[src/rtl/cdb_arbiter_pkg.sv]
// Shared types for the common data bus: lane record, requester indices, sizing constants.
// No logic here beyond a one-hot to index helper.
// No flow control here; consumers apply their own.
package cdb_arbiter_pkg;

    localparam int CDB_NUM_REQ   = 6;
    localparam int CDB_NUM_PORTS = 2;
    localparam int CDB_TAG_W     = 3;
    localparam int CDB_DATA_W    = 32;
    localparam int CDB_SRC_W     = 3;

    // Fixed requester slots on the bus
    typedef enum logic [2:0] {
        REQ_RES1  = 3'd0,
        REQ_RES2  = 3'd1,
        REQ_RES3  = 3'd2,
        REQ_RES4  = 3'd3,
        REQ_RESBR = 3'd4,
        REQ_LSQ   = 3'd5
    } req_idx_e;

    typedef struct packed {
        logic                  valid;
        logic [CDB_TAG_W-1:0]  tag;
        logic [CDB_DATA_W-1:0] data;
        logic [CDB_SRC_W-1:0]  src;
    } cdb_lane_t;

    // Index of the set bit in a one-hot vector (0 when empty)
    function automatic logic [2:0] onehot_idx(input logic [7:0] oh);
        logic [2:0] r;
        r = '0;
        for (int i = 0; i < 8; i++) begin
            if (oh[i]) r = 3'(i);
        end
        return r;
    endfunction

endpackage

[src/rtl/cdb_arbiter_rr_pick.sv]
// One-hot picker: lowest-index urgent request first, otherwise round-robin from start.
// Purely combinational, zero latency.
// No backpressure; the caller removes earlier picks from the mask.
module cdb_arbiter_rr_pick #(
    parameter int N = 6
) (
    input  logic [N-1:0] mask,
    input  logic [N-1:0] urgent,
    input  logic [2:0]   start,
    output logic [N-1:0] pick
);

    logic       found;
    logic [2:0] idx;

    // Urgent entries win in ascending order; else first request at or after start
    always_comb begin
        pick  = '0;
        found = 1'b0;
        idx   = 3'd0;
        if (|(mask & urgent)) begin
            for (int i = 0; i < N; i++) begin
                if (mask[i] && urgent[i] && !found) begin
                    pick[i] = 1'b1;
                    found   = 1'b1;
                end
            end
        end else begin
            for (int k = 0; k < N; k++) begin
                idx = 3'((int'(start) + k) % N);
                if (mask[idx] && !found) begin
                    pick[idx] = 1'b1;
                    found     = 1'b1;
                end
            end
        end
    end

endmodule

[src/rtl/cdb_arbiter.sv]
// Common data bus arbiter: one hold per producer, up to NUM_PORTS tagged results broadcast per cycle.
// One cycle from hold load to broadcast; each cdb_valid is a single-cycle pulse.
// req_ready drops while a requester's hold is full; flush-killed holds are dropped silently.
module cdb_arbiter
    import cdb_arbiter_pkg::*;
#(
    parameter int NUM_REQ      = CDB_NUM_REQ,
    parameter int NUM_PORTS    = CDB_NUM_PORTS,
    parameter int TAG_W        = CDB_TAG_W,
    parameter int DATA_W       = CDB_DATA_W,
    parameter int STARVE_LIMIT = 4
) (
    input  logic                        clk,
    input  logic                        rst,
    input  logic [NUM_REQ-1:0]          req_valid,
    input  logic [NUM_REQ*TAG_W-1:0]    req_tag,
    input  logic [NUM_REQ*DATA_W-1:0]   req_data,
    output logic [NUM_REQ-1:0]          req_ready,
    input  logic                        flush,
    input  logic [(1<<TAG_W)-1:0]       kill_mask,
    output logic [NUM_PORTS-1:0]        cdb_valid,
    output logic [NUM_PORTS*TAG_W-1:0]  cdb_tag,
    output logic [NUM_PORTS*DATA_W-1:0] cdb_data,
    output logic [NUM_PORTS*3-1:0]      cdb_src,
    output logic [2:0]                  rr_ptr
);

    localparam int AGE_W = $clog2(STARVE_LIMIT + 1);

    logic [NUM_REQ-1:0]                hold_valid;
    logic [NUM_REQ-1:0][TAG_W-1:0]     hold_tag;
    logic [NUM_REQ-1:0][DATA_W-1:0]    hold_data;
    logic [NUM_REQ-1:0][AGE_W-1:0]     age;

    logic [NUM_REQ-1:0]                killed, eligible, starved, in_kill, grant;
    logic [NUM_PORTS:0][NUM_REQ-1:0]   avail;
    logic [NUM_PORTS-1:0][NUM_REQ-1:0] pick;
    logic [NUM_PORTS-1:0]              lane_hit;
    logic [NUM_PORTS-1:0][2:0]         lane_src;
    logic [NUM_PORTS-1:0][TAG_W-1:0]   lane_tag;
    logic [NUM_PORTS-1:0][DATA_W-1:0]  lane_data;
    logic [2:0]                        rr_next;

    // Ready depends only on registered hold state, forced low during reset
    assign req_ready = ~hold_valid & {NUM_REQ{~rst}};

    // Per-requester eligibility, starvation and incoming-kill status
    always_comb begin
        killed   = '0;
        eligible = '0;
        starved  = '0;
        in_kill  = '0;
        for (int i = 0; i < NUM_REQ; i++) begin
            killed[i]   = flush && kill_mask[hold_tag[i]];
            eligible[i] = hold_valid[i] && !killed[i];
            starved[i]  = (age[i] == AGE_W'(STARVE_LIMIT));
            in_kill[i]  = flush && kill_mask[req_tag[i*TAG_W +: TAG_W]];
        end
    end

    // Lane 0 picks first; each later lane sees the remaining requests only
    assign avail[0] = eligible;
    for (genvar l = 0; l < NUM_PORTS; l++) begin : g_lane
        cdb_arbiter_rr_pick #(.N(NUM_REQ)) u_pick (
            .mask   (avail[l]),
            .urgent (starved),
            .start  (rr_ptr),
            .pick   (pick[l])
        );
        assign avail[l+1]  = avail[l] & ~pick[l];
        assign lane_hit[l] = |pick[l];
        assign lane_src[l] = onehot_idx(8'(pick[l]));
    end
    assign grant = eligible & ~avail[NUM_PORTS];

    // Lane payload mux and next round-robin start after the last-filled lane
    always_comb begin
        lane_tag  = '0;
        lane_data = '0;
        rr_next   = rr_ptr;
        for (int l = 0; l < NUM_PORTS; l++) begin
            for (int i = 0; i < NUM_REQ; i++) begin
                if (pick[l][i]) begin
                    lane_tag[l]  = hold_tag[i];
                    lane_data[l] = hold_data[i];
                end
            end
            if (lane_hit[l]) begin
                rr_next = (lane_src[l] == 3'(NUM_REQ - 1)) ? 3'd0 : lane_src[l] + 3'd1;
            end
        end
    end

    // Hold registers: clear on grant or kill, load on accept, age while waiting
    always_ff @(posedge clk or posedge rst) begin
        if (rst) begin
            hold_valid <= '0;
            hold_tag   <= '0;
            hold_data  <= '0;
            age        <= '0;
        end else begin
            for (int i = 0; i < NUM_REQ; i++) begin
                if (grant[i] || killed[i]) begin
                    hold_valid[i] <= 1'b0;
                end else if (req_valid[i] && !hold_valid[i]) begin
                    hold_valid[i] <= !in_kill[i];
                    hold_tag[i]   <= req_tag[i*TAG_W +: TAG_W];
                    hold_data[i]  <= req_data[i*DATA_W +: DATA_W];
                    age[i]        <= '0;
                end else if (eligible[i] && !starved[i]) begin
                    age[i] <= age[i] + AGE_W'(1);
                end
            end
        end
    end

    // Broadcast lanes; empty lanes keep their last payload with valid low
    always_ff @(posedge clk or posedge rst) begin
        if (rst) begin
            cdb_valid <= '0;
            cdb_tag   <= '0;
            cdb_data  <= '0;
            cdb_src   <= '0;
            rr_ptr    <= '0;
        end else begin
            rr_ptr <= rr_next;
            for (int l = 0; l < NUM_PORTS; l++) begin
                cdb_valid[l] <= lane_hit[l];
                if (lane_hit[l]) begin
                    cdb_tag[l*TAG_W +: TAG_W]    <= lane_tag[l];
                    cdb_data[l*DATA_W +: DATA_W] <= lane_data[l];
                    cdb_src[l*3 +: 3]            <= lane_src[l];
                end
            end
        end
    end

endmodule

[config.mk]
export PLATFORM = sky130hd
export DESIGN_NAME = cdb_arbiter
export DESIGN_NICKNAME = d
export VERILOG_FILES = /design/src/rtl/cdb_arbiter_pkg.sv /design/src/rtl/cdb_arbiter_rr_pick.sv /design/src/rtl/cdb_arbiter.sv
export SDC_FILE = /design/constraint.sdc
export NUM_CORES = 1
export LEC_CHECK = 0
export ABC_AREA = 1
export CORE_ASPECT_RATIO = 1.25
export CORE_MARGIN = 5
export CORE_UTILIZATION = 43
export CTS_CLUSTER_DIAMETER = 40
export DETAILED_ROUTE_END_ITERATION = 10
export PLACE_DENSITY = 0.66
export SETUP_SLACK_MARGIN = 0.5
export SLEW_MARGIN = 15
export SYNTH_ARGS = -nofsm -noshare
export SYNTH_HDL_FRONTEND = slang
export SYNTH_SLANG_ARGS = --single-unit
[constraint.sdc]
create_clock -name clk -period 26.8 [get_ports clk]
set_input_delay 6.7 -clock clk [delete_from_list [all_inputs] [get_ports clk]]
set_output_delay 6.7 -clock clk [all_outputs]
set_load 0.02 [all_outputs]
==> metrics.cfg, run 1 <==
[timing]
layout_worst_path_cycle_share = 0.552
layout_setup_ws_ps = 12010
skew_ps = 21.2
hold_violations = 0
layout_min_cycle_time_ps = 14790
setup_viol = 0
final_max_slew_viol_count = 0
fin_tns_setup_ps = 0
tightest_slew_ps = 1190
fmax_ghz = 0.0676
rsz0062_at_grt = false
maxSlewHeadroom = 0.208

[yosys]
ys_types = 55
ys_top_cells_by_count = nand2_1 (604), dfrtp_1 (315), a21oi_1 (228)
syn_avg_cell_area_um2 = 7.85
yosys-top-cells-area = dfrtp_1 (42%), nand2_1 (12%), mux2_2 (7.1%)
synth_edf_count = 0
ys_ff_latch = 315
yosys.cell_count.top_type = nand2_1
syn_area_um2 = 18600
synth_top_flop_cell = dfrtp_1
syn_nets = 2616
ys_seq_area_frac = 0.424
synthArstFlopShare = 1.00
syn_inst = 2367
synth_top_area_frac = 0.424
yosys_warnings = 0
yosys.area.top_type = dfrtp_1

[setup_path]
path_cells = clkdlybuf4s50_1 -> nor2_1 -> clkdlybuf4s50_1
slowest_delay_ps = 620
crit_fanout = 7
worstReg2RegStart = rr_ptr[0]
worstPathArrival_ps = 8090
start_kind = input pin
crit_required_ps = 20100
crit_family = buffers and inverters
cp_num_cells = 3
r2r_cells = 40
critPathBufInv = 2
r2r_slack_ps = 18170
reg2reg_to = cdb_tag[3]
crit_path_start = rst
crit_path_end = req_ready[3]
cpMaxStageDelayCell = clkdlybuf4s50_1
critical_path_class = input pin to primary output
crit_top_cell = clkdlybuf4s50_1
critPathCaptureType = primary output

[cells_and_area]
drive_above_1_share = 0.131
final_util = 0.551
nets = 2862
fill_cells = 3955
syn_to_final_growth_pct = 27.1
multi_input_area_um2 = 9230
regArea_um2 = 7880

[placement]
hpwlAfterDp_mm = 46.1
routabilityCongestion = 0.945
dp_slack_ps = 12010
port_buffers = 313

[clock_tree]
cts_tree = done
clk_pin_slew_ps = 50
cts-root-buf = clkbuf_16
clockBufferDepth = 3
cts.sinks = 315
cts_repair_resize_count = 0
htree_levels = 2
insertion_delay_ps = 570
post-cts-setup-buffer-count = 0
postCtsHoldBufs = 0
numCtsBuffers = 47

[floorplan]
start_util = 0.433
io_pins = 314
std_cell_rows = 85
fp.dieArea_um2 = 47500
die_w_um = 196
coreArea_um2 = 42900
dieHeight_um = 242

[outcome]
status = finished, final reports clean

[routing]
ant_nets = 0
drc_errors = 0
drtIter0Drc = 1520
post_drt_wl_per_cell_um = 21.6
drt-total-wl_mm = 69.5
vias = 18152
avgViaCountPerCell = 5.63
firstDrtPassIters = 8

[global_routing]
grt_busiest_layer = met2
overflow = 0
track_usage = 0.284
grt_max_degree = 109
grt_pass1_vias = 18339
grt_pass1_wl_mm = 107
grtUsageMet3 = 0.0630
antenna_found_initial = 10
use_met2 = 0.480
grt_use_met1 = 0.360

[worst_hold_path]
hold_path_class = flip-flop to flip-flop

[job]
cap_violations = 0

==> per-stage QoR <==
step / instance area (µm²) / std cells / hold WS, ps
finish: 23600 / 3222 / 486
global route: 23600 / 3222 / 512
CTS: 23600 / 3217 / 484
detailed placement: 21900 / 3129 / 471
global placement: 21900 / 3129 / 464
floorplan: 18600 / 2367 / 481
==> cell usage in the layout (no fill, tap or decap), types with 4 or more instances in the layout <==
master / n
nand2_1: 598
dfrtp_1: 315
clkdlybuf4s50_1: 313
a21oi_1: 228
nor2_1: 181
inv_1: 175
nand3_1: 169
o21ai_0: 121
mux2_2: 117
clkbuf_16: 49
inv_2: 39
o22ai_1: 36
a221oi_1: 34
nand2_2: 28
o211ai_1: 27
nand4_1: 25
ha_1: 22
buf_4: 17
o221ai_1: 15
a21oi_2: 12
nand3_2: 9
nand2_4: 8
nand3b_1: 8
o21ai_1: 7
clkbuf_8: 7
nor2_4: 6
nor2_2: 6
inv_6: 6
inv_8: 6
diode_2: 5
nor3_1: 5
clkbuf_1: 5
clkinv_4: 5
nor2_8: 4
o21ai_2: 4
nand3_4: 4
bufinv_16: 4
clkinvlp_4: 4
==> worst min-delay path by stage <==
stage,depth (start not counted),startpoint,slack [ps],endpoint
finish,2,cdb_src[1],490,cdb_src[1]
CTS,2,cdb_src[1],480,cdb_src[1]
floorplan,2,hold_data[175],480,cdb_data[15]
global placement,2,cdb_src[1],460,cdb_src[1]
detailed placement,2,cdb_data[44],470,cdb_data[44]
global route,2,cdb_src[1],510,cdb_src[1]
==> routing by layer <==
metal | share of wire | vias up
met5 | 0.00089 | -
met4 | 0.036 | 10
met3 | 0.081 | 162
met2 | 0.48 | 821
met1 | 0.40 | 8745
li1 | - | 8414
==> cell families after synthesis <==
| family | Yosys count | synth area share |
|---|---|---|
| simple gates | 1067 | 0.255 |
| compound gates | 492 | 0.153 |
| buf+inv | 352 | 0.0800 |
| flops | 315 | 0.424 |
| mux | 117 | 0.0709 |
| fa+ha+maj | 22 | 0.0148 |
| xor+xnor | 2 | 0.00135 |
==> final cells by class <==
cell class                      instances  share of cell area
Antenna cell                            5            0.000530
Timing Repair Buffer                  330               0.138
Sequential cell                       315               0.334
Clock buffer                           61              0.0568
Inverter                              219              0.0355
Tap cell                              565              0.0300
Clock inverter                         27              0.0139
Multi-Input combinational cell       1700               0.391
==> worst min-delay path, delay by kind of cell (launching register included) <==
kind | cells | cell delay [ps]
flops | 1 | 350
simple gates | 2 | 110
==> flip-flops by register name, summed over array words and instances (netlist names) <==
register,flops
age,18
cdb_data,64
cdb_src,6
cdb_tag,6
cdb_valid,2
hold_data,192
hold_tag,18
hold_valid,6
rr_ptr,3
Power of run 1 is left out: the tool's default activity adds up to more than one toggle a clock period on the data nets, which glitch-free logic cannot reach.
==> run 2, diff against run 1 <==
clock period = 14.4 ns   (was 26.8 ns; I/O delays follow)
==> metrics.cfg, run 2 (same netlist as run 1, synthesis figures left out) <==
[clock_tree]
postCtsHoldBufs = 0  ; unchanged
cts-root-buf = clkbuf_16
insertion_delay_ps = 570  ; about the same
cts_repair_resize_count = 0  ; unchanged
htree_levels = 2  ; unchanged
cts.sinks = 315  ; unchanged
numCtsBuffers = 43  ; -8.5%
clockBufferDepth = 3  ; unchanged
post-cts-setup-buffer-count = 0  ; unchanged
clk_pin_slew_ps = 50  ; about the same
cts_tree = done

[outcome]
status = finished, final reports clean

[setup_path]
critPathCaptureType = flip-flop
r2r_slack_ps = 5560  ; -12610 ps
worstPathArrival_ps = 11380  ; +3290 ps
critical_path_class = input pin to flip-flop
start_kind = input pin
crit_fanout = 42  ; +35
slowest_delay_ps = 930  ; +310 ps
crit_required_ps = 14900  ; -5200 ps
cpMaxStageDelayCell = inv_2

[global_routing]
grt_pass1_wl_mm = 107  ; -0.12%
antenna_found_initial = 6  ; -4
track_usage = 0.286  ; +0.00164
grt_max_degree = 100  ; -8.3%
overflow = 0  ; unchanged
grt_pass1_vias = 18153  ; -1.0%

[job]
cap_violations = 0  ; unchanged

[timing]
skew_ps = 12.8  ; -8.41 ps
hold_violations = 0  ; unchanged
layout_min_cycle_time_ps = 10880
fin_tns_setup_ps = 0  ; unchanged
rsz0062_at_grt = false
tightest_slew_ps = 1180  ; -2.31 ps
layout_setup_ws_ps = 3520  ; -8490 ps
final_max_slew_viol_count = 0  ; unchanged
maxSlewHeadroom = 0.208  ; about the same
fmax_ghz = 0.0919
setup_viol = 0  ; unchanged
layout_worst_path_cycle_share = 0.755

[routing]
drtIter0Drc = 1491  ; -1.9%
ant_nets = 0  ; unchanged
avgViaCountPerCell = 5.66  ; +0.54%
post_drt_wl_per_cell_um = 21.6  ; +0.37%
drt-total-wl_mm = 69.3  ; -0.16%
vias = 18153  ; +0.0055%
drc_errors = 0  ; unchanged
firstDrtPassIters = 6  ; -2

[cells_and_area]
final_cell_mix = nand2_1 (598), dfrtp_1 (315), clkdlybuf4s50_1 (313)
nets = 2856  ; -0.21%
drive_above_1_share = 0.127  ; -0.00390
syn_to_final_growth_pct = 26.1
final_common_cell = nand2_1
largest_reg_flops = 192  ; unchanged
layout.cells.non_filler = 3205  ; -0.53%
top_regs = hold_data x192, cdb_data x64
regMostFlops = hold_data

[floorplan]
dieHeight_um = 242  ; unchanged
die_w_um = 196  ; unchanged
start_util = 0.433  ; unchanged
coreArea_um2 = 42900  ; unchanged
std_cell_rows = 85  ; unchanged
io_pins = 314  ; unchanged
fp.dieArea_um2 = 47500  ; unchanged

[placement]
hpwlAfterDp_mm = 47.2  ; +2.4%
dp_slack_ps = 2980  ; -9030 ps
port_buffers = 313  ; unchanged
routabilityCongestion = 0.903  ; -4.5%
dp_cells = 3127  ; -0.064%

[worst_hold_path]
hold_path_class = flip-flop to flip-flop

-- run 2: per-stage QoR --
| stage | hold slack, ps | utilization | area (µm²) |
|---|---|---|---|
| 3_5_place_dp | 466 | 0.511 | 21900 |
| 2_1_floorplan | 481 | - | 18600 |
| 4_1_cts | 483 | 0.546 | 23400 |
| 6_report | 484 | 0.546 | 23400 |
| 5_1_grt | 500 | 0.546 | 23400 |
| 3_3_place_gp | 461 | 0.511 | 21900 |
-- run 2: worst max-delay path: cells and delay by family --
family / cells / cell delay, ps
compound gates: 1 / 120
simple gates: 25 / 5170
buf+inv: 7 / 2320
-- run 2: layout make-up --
type,count,area (µm²)
repair buffers,328,3250
well taps,565,707
multi-input cells,1700,9230
fillers,4020,19400
inverters,219,837
clock inverters,25,355
diodes,1,2.50
flip-flops and latches,315,7880
clock buffers,52,1160
-- run 2: layer usage --
layer	vias to the layer above	GRT usage	part of all wire
met2	810	0.476	0.48
li1	8389	-	-
met3	145	0.0598	0.077
met5	-	0	0.00063
met1	8803	0.373	0.41
met4	6	0.0931	0.033
-- run 2: worst paths after layout --
check                             start            to  cells after the start
max                        kill_mask[0]  cdb_data[60]                     33
min                          cdb_src[1]    cdb_src[1]                      2
max reg2reg                   rr_ptr[0]  cdb_data[60]                     41
min reg2reg                  cdb_src[1]    cdb_src[1]                      2
max in group asynchronous           rst   cdb_data[5]                      4
min in group asynchronous           rst  cdb_valid[0]                      2
Power of run 2 is left out for the same reason.
